===== src/rtl/march_pkg.sv =====
// Shared types and per-element March C- tables for the march_sequencer slice.
// Each element table is a bit vector indexed by the element number (0..5).
package march_pkg;

  typedef enum logic [1:0] {
    IDLE  = 2'd0,
    RUN   = 2'd1,
    DRAIN = 2'd2,
    DONE  = 2'd3
  } state_t;

  localparam int ELEM_COUNT = 6;

  localparam logic [2:0] ELEM_W0      = 3'd0;
  localparam logic [2:0] ELEM_R0W1_UP = 3'd1;
  localparam logic [2:0] ELEM_R1W0_UP = 3'd2;
  localparam logic [2:0] ELEM_R0W1_DN = 3'd3;
  localparam logic [2:0] ELEM_R1W0_DN = 3'd4;
  localparam logic [2:0] ELEM_R0      = 3'd5;

  // Bit e of each table describes element e.
  localparam logic [ELEM_COUNT-1:0] ELEM_DIR_DOWN = 6'b011000;
  localparam logic [ELEM_COUNT-1:0] ELEM_TWO_OPS  = 6'b011110;
  localparam logic [ELEM_COUNT-1:0] ELEM_HAS_READ = 6'b111110;
  localparam logic [ELEM_COUNT-1:0] ELEM_RVAL     = 6'b010100;
  localparam logic [ELEM_COUNT-1:0] ELEM_WVAL     = 6'b001010;

  function automatic logic elem_down(input logic [2:0] e);
    return (e < 3'(ELEM_COUNT)) ? ELEM_DIR_DOWN[e] : 1'b0;
  endfunction

  function automatic logic elem_two_ops(input logic [2:0] e);
    return (e < 3'(ELEM_COUNT)) ? ELEM_TWO_OPS[e] : 1'b0;
  endfunction

  function automatic logic elem_has_read(input logic [2:0] e);
    return (e < 3'(ELEM_COUNT)) ? ELEM_HAS_READ[e] : 1'b0;
  endfunction

  function automatic logic elem_rval(input logic [2:0] e);
    return (e < 3'(ELEM_COUNT)) ? ELEM_RVAL[e] : 1'b0;
  endfunction

  function automatic logic elem_wval(input logic [2:0] e);
    return (e < 3'(ELEM_COUNT)) ? ELEM_WVAL[e] : 1'b0;
  endfunction

endpackage


===== src/rtl/march_addr_counter.sv =====
// Up/down address counter with load-to-0 / load-to-max and a combinational
// terminal flag for the current direction.
module march_addr_counter #(
  parameter int a_width = 4
) (
  input  logic               clk,
  input  logic               rst,
  input  logic               load_zero,
  input  logic               load_max,
  input  logic               step,
  input  logic               down,
  output logic [a_width-1:0] count,
  output logic               terminal
);

  localparam logic [a_width-1:0] ONE = {{(a_width-1){1'b0}}, 1'b1};

  always_ff @(posedge clk or posedge rst) begin
    if (rst) begin
      count <= '0;
    end else if (load_zero) begin
      count <= '0;
    end else if (load_max) begin
      count <= '1;
    end else if (step) begin
      count <= down ? (count - ONE) : (count + ONE);
    end
  end

  assign terminal = down ? (count == '0) : (count == '1);

endmodule


===== src/rtl/march_sequencer.sv =====
// March C- BIST sequencer: drives the memory, compares reads one cycle later.
// Optional first-failure capture is enabled by defining MARCH_FAIL_LOG_EN.
module march_sequencer
  import march_pkg::*;
#(
  parameter int a_width = 4,
  parameter int width   = 4
) (
  input  logic               clk,
  input  logic               rst,
  input  logic               start,
  output logic               busy,
  output logic               done,
  output logic               fail,
  output logic [a_width-1:0] mem_addr,
  output logic               mem_re,
  output logic               mem_we,
  output logic [width-1:0]   mem_wdata,
  input  logic [width-1:0]   mem_rdata,
  output logic [a_width-1:0] fail_addr,
  output logic [2:0]         fail_elem,
  output logic [width-1:0]   fail_mask
);

  state_t           state, next_state;
  logic [2:0]       elem_q, elem_d, elem_next;
  logic             phase_q, phase_d;
  logic             load_zero, load_max, step, terminal;
  logic             launch, is_read;
  logic             cmp_valid;
  logic [width-1:0] exp_word;
  logic             miscompare;

  march_addr_counter #(.a_width(a_width)) u_addr (
    .clk       (clk),
    .rst       (rst),
    .load_zero (load_zero),
    .load_max  (load_max),
    .step      (step),
    .down      (elem_down(elem_q)),
    .count     (mem_addr),
    .terminal  (terminal)
  );

  always_ff @(posedge clk or posedge rst) begin
    if (rst) begin
      state   <= IDLE;
      elem_q  <= ELEM_W0;
      phase_q <= 1'b0;
    end else begin
      state   <= next_state;
      elem_q  <= elem_d;
      phase_q <= phase_d;
    end
  end

  // phase_q selects the second (write) op of a two-op element.
  always_comb begin
    next_state = state;
    elem_d     = elem_q;
    phase_d    = phase_q;
    elem_next  = elem_q + 3'd1;
    load_zero  = 1'b0;
    load_max   = 1'b0;
    step       = 1'b0;
    launch     = 1'b0;
    is_read    = 1'b0;
    mem_re     = 1'b0;
    mem_we     = 1'b0;
    mem_wdata  = '0;
    case (state)
      IDLE, DONE: begin
        if (start) begin
          next_state = RUN;
          launch     = 1'b1;
          elem_d     = ELEM_W0;
          phase_d    = 1'b0;
          load_zero  = 1'b1;
        end
      end
      RUN: begin
        is_read = elem_has_read(elem_q) && !phase_q;
        if (is_read) begin
          mem_re = 1'b1;
        end else begin
          mem_we    = 1'b1;
          mem_wdata = {width{elem_wval(elem_q)}};
        end
        if (is_read && elem_two_ops(elem_q)) begin
          phase_d = 1'b1;
        end else begin
          phase_d = 1'b0;
          if (!terminal) begin
            step = 1'b1;
          end else if (elem_q == ELEM_R0) begin
            next_state = DRAIN;
          end else begin
            elem_d = elem_next;
            if (elem_down(elem_next)) load_max = 1'b1;
            else                      load_zero = 1'b1;
          end
        end
      end
      DRAIN: next_state = DONE;
      default: next_state = IDLE;
    endcase
  end

  assign busy       = (state == RUN) || (state == DRAIN);
  assign done       = (state == DONE);
  assign miscompare = cmp_valid && (mem_rdata != exp_word);

  always_ff @(posedge clk or posedge rst) begin
    if (rst) begin
      cmp_valid <= 1'b0;
      exp_word  <= '0;
      fail      <= 1'b0;
    end else begin
      cmp_valid <= mem_re;
      exp_word  <= {width{elem_rval(elem_q)}};
      if (launch)          fail <= 1'b0;
      else if (miscompare) fail <= 1'b1;
    end
  end

`ifdef MARCH_FAIL_LOG_EN
  logic [a_width-1:0] exp_addr;
  logic [2:0]         exp_elem;

  // Only the first miscompare of a test is recorded (fail still low).
  always_ff @(posedge clk or posedge rst) begin
    if (rst) begin
      exp_addr  <= '0;
      exp_elem  <= '0;
      fail_addr <= '0;
      fail_elem <= '0;
      fail_mask <= '0;
    end else begin
      exp_addr <= mem_addr;
      exp_elem <= elem_q;
      if (launch) begin
        fail_addr <= '0;
        fail_elem <= '0;
        fail_mask <= '0;
      end else if (miscompare && !fail) begin
        fail_addr <= exp_addr;
        fail_elem <= exp_elem;
        fail_mask <= mem_rdata ^ exp_word;
      end
    end
  end
`else
  assign fail_addr = '0;
  assign fail_elem = '0;
  assign fail_mask = '0;
`endif

endmodule


===== config.mk =====
export PLATFORM = sky130hd
export DESIGN_NAME = march_sequencer
export DESIGN_NICKNAME = d
export VERILOG_FILES = /design/src/rtl/march_pkg.sv /design/src/rtl/march_addr_counter.sv /design/src/rtl/march_sequencer.sv
export SDC_FILE = /design/constraint.sdc
export NUM_CORES = 1
export LEC_CHECK = 0
export CORE_ASPECT_RATIO = 1.1
export CORE_MARGIN = 1
export CORE_UTILIZATION = 48
export DETAILED_ROUTE_END_ITERATION = 10
export PLACE_DENSITY = 0.8
export SLEW_MARGIN = 20
export SYNTH_ARGS = -nofsm -noshare
export SYNTH_HDL_FRONTEND = slang
export SYNTH_HIERARCHICAL = 1
export SYNTH_SLANG_ARGS = --single-unit

===== constraint.sdc =====
create_clock -name clk -period 3.1 [get_ports clk]
set_input_delay 0.31 -clock clk [delete_from_list [all_inputs] [get_ports clk]]
set_output_delay 0.31 -clock clk [all_outputs]
set_load 0.02 [all_outputs]

Yosys cells after proc, flatten, opt, wreduce, memory -nomap -nowiden

Memory sizes are Yosys's and may differ from the RTL's.
Index checks and enable logic that the tools add are counted.

Logic and storage cells: 98
Bits in read-only memories: 48
Bits in registers: 13
Output and inout bits: 24
Memories: 6

Reductions and logical operators: 14
Equality and inequality tests: 11
$add $sub $neg: 3
Magnitude comparators: 4
Multiplexer cells: 53

Memory list:

| memory           | depth | bits a word | rd ports | clocked after Yosys merged registers in | write ports | RTL line        | source |
|---|---|---|---|---|---|---|---|
| (name not given) | 8     | 1           | 1        | 0                                       | 0           | march_pkg.sv:41 | `return (e < 3'(ELEM_COUNT)) ? ELEM_RVAL[e] : 1'b0;` |
| (name not given) | 8     | 1           | 1        | 0                                       | 0           | march_pkg.sv:29 | `return (e < 3'(ELEM_COUNT)) ? ELEM_DIR_DOWN[e] : 1'b0;` |
| (name not given) | 8     | 1           | 1        | 0                                       | 0           | march_pkg.sv:33 | `return (e < 3'(ELEM_COUNT)) ? ELEM_TWO_OPS[e] : 1'b0;` |
| (name not given) | 8     | 1           | 1        | 0                                       | 0           | march_pkg.sv:45 | `return (e < 3'(ELEM_COUNT)) ? ELEM_WVAL[e] : 1'b0;` |
| (name not given) | 8     | 1           | 1        | 0                                       | 0           | march_pkg.sv:37 | `return (e < 3'(ELEM_COUNT)) ? ELEM_HAS_READ[e] : 1'b0;` |
| (name not given) | 8     | 1           | 1        | 0                                       | 0           | march_pkg.sv:29 |  |

Operators with widths:

| kind                                                        | count |
|---|---|
| 2-to-1 mux 1 bit                                            | 35 |
| 2-to-1 mux 4 bit                                            | 6 |
| 2-to-1 mux 3 bit                                            | 4 |
| inequality test 2 bit (second input constant)               | 5 |
| less-than comparator 3 x 4 -> 1 bit (second input constant) | 2 |
| 2-to-1 mux 2 bit                                            | 4 |
| less-than comparator 3 bit (second input constant)          | 2 |
| case mux 2 bit (3 select lines)                             | 1 |
| case mux 3 bit (2 select lines)                             | 1 |
| AND reduction 5 bit                                         | 1 |
| adder 4 x 1 -> 4 bit (second input constant)                | 1 |
| == test 2 bit (second input constant)                       | 2 |
| == test 4 bit (second input constant)                       | 1 |
| zero test 4 bit                                             | 1 |
| inequality test 4 bit                                       | 1 |
| case mux 1 bit (2 select lines)                             | 2 |
| AND reduction 4 bit                                         | 1 |
| nonzero test 2 bit                                          | 2 |
| subtractor 4 x 1 -> 4 bit (second input constant)           | 1 |
| adder 3 x 1 -> 3 bit (second input constant)                | 1 |
| == test 3 bit (second input constant)                       | 1 |
| logical AND 1 bit                                           | 3 |
| nonzero test 3 bit                                          | 1 |
| == test 2 x 1 -> 1 bit (second input constant)              | 1 |
| 5 further kinds                                             | 5 |

Logic depth before layout (Yosys ltp)

Depth after elaboration: 11
Depth in mapped cells: 13
Gate-level depth less buffers: 13

Modules after synthesis

The synthesis kept the hierarchy.

Modules (own cells, without submodules):

| module             | area each (µm²) | sequential area each (µm²) | times used | cells each |
|---|---|---|---|---|
| march_sequencer    | 818.3           | 225.2                      | 1          | 88 |
| march_addr_counter | 335.3           | 100.1                      | 1          | 37 |

Worst setup path after synthesis

OpenSTA, ideal clock, no wires.

Path type: flip-flop to flip-flop
From: register elem_q[0]
To: register u_addr.count[3]
Period minus slack after synthesis: 2.859 ns
Slack: 0.241 ns
Data arrival time: 2.791 ns
Stages on the path, launching flop included: 13
Setup time: 0.068 ns
Path through: dfrtp_1 > ha_1 > inv_1 > o21ai_0 > inv_1 > o31ai_2 > inv_1 > nor3_2 > nand2_1 > nor2_1 > and4bb_1 > o2bb2ai_1 > and4_1

RTL lines:

| item                                   | RTL line                 | source |
|---|---|---|
| start, declared                        | march_sequencer.sv:26    | `logic [2:0] elem_q, elem_d, elem_next;` |
| start signal, assigned                 | march_sequencer.sv:52    | `elem_q <= elem_d;` |
| memory read (8 x 1 bit)                | n/a                      |  |
| 2-to-1 mux 1 bit (not written as such) | march_pkg.sv:29          |  |
| 2-to-1 mux 1 bit (*)                   | march_pkg.sv:29          |  |
| 2-to-1 mux 1 bit (*)                   | march_addr_counter.sv:30 | `assign terminal = down ? (count == '0) : (count == '1);` |
| net terminal                           | march_sequencer.sv:28    | `logic load_zero, load_max, step, terminal;` |
| 2-to-1 mux 1 bit (*)                   | march_sequencer.sv:93    | `if (!terminal) begin` |
| 2-to-1 mux 1 bit (*)                   | march_sequencer.sv:89    | `if (is_read && elem_two_ops(elem_q)) begin` |
| 2-to-1 mux 1 bit (*)                   | march_sequencer.sv:71    | `case (state)` |
| net load_max                           | march_sequencer.sv:28    |  |
| 2-to-1 mux 4 bit                       | march_addr_counter.sv:23 | `end else if (load_max) begin` |
| 2-to-1 mux 4 bit                       | march_addr_counter.sv:21 | `end else if (load_zero) begin` |
| end signal, assigned                   | march_addr_counter.sv:26 | `count <= down ? (count - ONE) : (count + ONE);` |
| end, declared                          | march_addr_counter.sv:12 | `output logic [a_width-1:0] count,` |

Mark *: on every way through the listed nets, which the timed path passes. The rest lies on a longest branch. The select of a mux whose other input is x is not followed.
A chain may end at the register's enable or synchronous reset.

Final worst setup path

From: register elem_q[1]
To: register u_addr.count[3]

The elaborated chain is that of the path after synthesis.

==> metrics.md <==
| Metric | Value |
|---|---|
| Routed WL | 2288 microns |
| Core area | 2252 sq um |
| Syn Inst Count | 125 |
| Final Hold Fails | 0 |
| Drt initial violations | 11 |
| Initial Util | 0.5122 |
| Vias in the first global route | 839 |
| Mapped Area | 1154 sq um |
| Via density | 5.345 |
| Die X | 48.74 microns |
| Grt total ovfl | 0 |
| Total number of vias | 930 |
| Hold-fix buffers, CTS | 0 |
| Crit path kind | flop to flop |
| Antenna fix cells | 0 |
| Pwr/cell area | 838.9 nW/um^2 |
| First-pass GRT wire length | 3670 microns |
| Initial antenna violation count | 0 |
| Deepest clock path buffer count | 2 |
| Mean Syn Cell Area | 9.229 sq um |
| CP cell instances | ha_1 > inv_1 > o21ai_0 > inv_1 > o31ai_2 > inv_1 > nor3_4 > nand2_1 > nor2_2 > and4bb_1 > o2bb2ai_1 > and4_1 |
| Worst Skew | 0.006638 ns |
| CTS buffer count | 3 |
| Post-DP HPWL | 1799 microns |
| Hold crit path type | input port to async pin |
| Maximum clock rate | 356.9 MHz |
| Die area | 2603 sq um |
| CP Capture Type | flop |
| Max Slew Vio Count | 0 |
| # clock sinks | 13 |
| Leakage Power | 0.6159 nW |
| Depth of the most critical reg-to-reg path | 12 |
| Status | complete, no violations |
| GP Congestion | 0.8251 |
| Share of cells above drive strength 1 | 0.1389 |
| Setup Viol. Count Final | 0 |
| H-Tree Depth | 1 |
| RSZ-0062 raised after global routing | no |
| First-pass iteration count of the detailed router | 4 |
| Pin count of the biggest net entering global routing | 12 |
| Most common cell after layout, fill and taps aside | clkdlybuf4s50_1 |
| CTS tree | built |
| FF+latch count, synth | 13 |
| CP most frequent cell | inv_1 |
| IO Pins | 31 |
| Critical path's largest stage delay | 0.46 ns |
| CP max stage cell | dfrtp_1 |
| Die Ht | 53.42 microns |
| CTS root buf | clkbuf_4 |
| Highest-count cells in the layout ignoring fill and taps | 19 x clkdlybuf4s50_1, 15 x inv_1, 12 x dfrtp_1 |
| Final Power | 1.140 mW |
| Synth warn | 6 |
| Total track usage | 0.1926 |
| Post-place setup slack | 0.1748 ns |
| Antenna-violating nets left | 0 |
| Row Count | 18 |
| Arr. time, crit path | 3.03 ns |
| Setup crit start kind | flop |
| Synth-to-Final Area Change | 17.79% |
| Max rail drop VDD | 0.5511 mV |
| Tcrit/Tclk final | 0.9038 |
| Worst hold slack | 0.2246 ns |
| Crit Path Max Fanout | 6 |
| DRC | 0 |
| Seq/Total Area, Yosys | 0.2820 |
| Clk_lat worst skew | 0.29 ns |
| Nets@finish | 163 |
| Synth cell types | 42 |
| CP required | 3.33 ns |
| Maxcap violations | 0 |
| DR WL/cell | 13.15 microns |
| Buffers on Ports | 19 |
| Post-route setup TNS | 0 ns |
| Slack of the critical path | 0.2982 ns |
| Layout Utilization | 0.6033 |
| Fin crit period | 2.802 ns |
| CTS clk-pin slew, worst paths | 0.09 ns |
==> cell families after synthesis <==
logic type	Yosys count	share of synthesized area
simple gates	39	0.2148
buf+inv	32	0.1518
compound gates	23	0.1725
flops	13	0.2820
fa+ha+maj	11	0.1258
mux	4	0.03471
xor+xnor	2	0.01519
other cells	1	0.003251
==> state kept, by name, summed over array words and instances, names as in the netlist <==
register and cells:
u_addr/count 4, cmp_valid 1, phase_q 1, elem_q 3, exp_word 1, fail 1, state 2
==> area by class of cell <==
class                           instances  area, sq um
Fill cell                             205        893.4
Multi-Input combinational cell         90        699.4
Sequential cell                        13        326.6
Timing Repair Buffer                   22        212.7
Inverter                               15        56.30
Tap cell                               30        37.54
Clock buffer                            4        26.28
==> critical path, delay by kind of cell, from the launching register on <==
| family | cells | cell delay, ns |
|---|---|---|
| simple gates | 5 | 1.03 |
| buf+inv | 3 | 0.39 |
| fa+ha+maj | 1 | 0.22 |
| flops | 1 | 0.46 |
| compound gates | 3 | 0.65 |
==> where the power goes <==
group          leakage, nW  total, mW  switching, mW  internal [mW]
combinational        0.431      0.731          0.399          0.332
sequential           0.170      0.297         0.0731          0.224
clock               0.0150      0.112         0.0624         0.0501
total                0.616       1.14          0.534          0.606
==> metal layers <==
metal,routed length [microns],track usage,vias to the layer above
met1,959,0.2163,441
li1,-,-,458
met4,61,0.1324,0
met3,82,0.02299,5
met2,1185,0.3449,26
met5,0,0,-
==> final timing paths <==
check	end	slack [ns]	start
max in group asynchronous	elem_q[0]	2.50	rst
worst min-delay path	u_addr/count[1]	0.22	rst
worst min register to register	fail	0.55	fail
min in group clk	fail	0.55	fail
worst max-delay path	u_addr/count[3]	0.30	elem_q[1]
worst max register to register	u_addr/count[3]	0.30	elem_q[1]
==> cells in the mapped netlist (all sizes together) <==
master / n / area (sq um)
nand4: 1 / 6.260
nor2b: 1 / 6.260
nand3: 8 / 45.04
o21ai: 3 / 15.01
ha: 10 / 125.1
nor3b: 2 / 15.01
nor4b: 1 / 23.77
buf: 16 / 115.1
or2: 1 / 8.760
o31ai: 2 / 33.78
conb: 1 / 3.750
fa: 1 / 20.02
a32o: 1 / 11.26
a41o: 1 / 10.01
o311ai: 1 / 16.27
or3: 1 / 6.260
a21oi: 7 / 38.79
and4bb: 1 / 12.51
nand2: 8 / 30.03
o221ai: 1 / 15.01
mux2i: 4 / 40.04
nand2b: 1 / 6.260
dfrtp: 13 / 325.3
and4: 1 / 8.760
nor2: 4 / 15.01
and3: 2 / 12.51
clkbuf: 1 / 3.750
a211oi: 1 / 7.510
xnor2: 2 / 17.52
nor3: 5 / 35.03
inv: 15 / 56.30
a31oi: 4 / 31.28
o2111a: 1 / 11.26
and2: 1 / 6.260
and4b: 1 / 10.01
o2bb2ai: 1 / 8.760
==> repair_timing <==
item	4_1_cts	5_1_grt
endpoints found under the setup margin	0	1
resized for setup	0	3
buffers inserted	0	0
==> metrics by stage <==
step | instances | area [sq um]
after floorplan | 135 | 1191
after global placement | 170 | 1323
after detailed placement | 170 | 1323
after CTS | 174 | 1349
after global routing | 174 | 1359
final | 174 | 1359
Note: power is estimated with default switching activity, not from simulation.
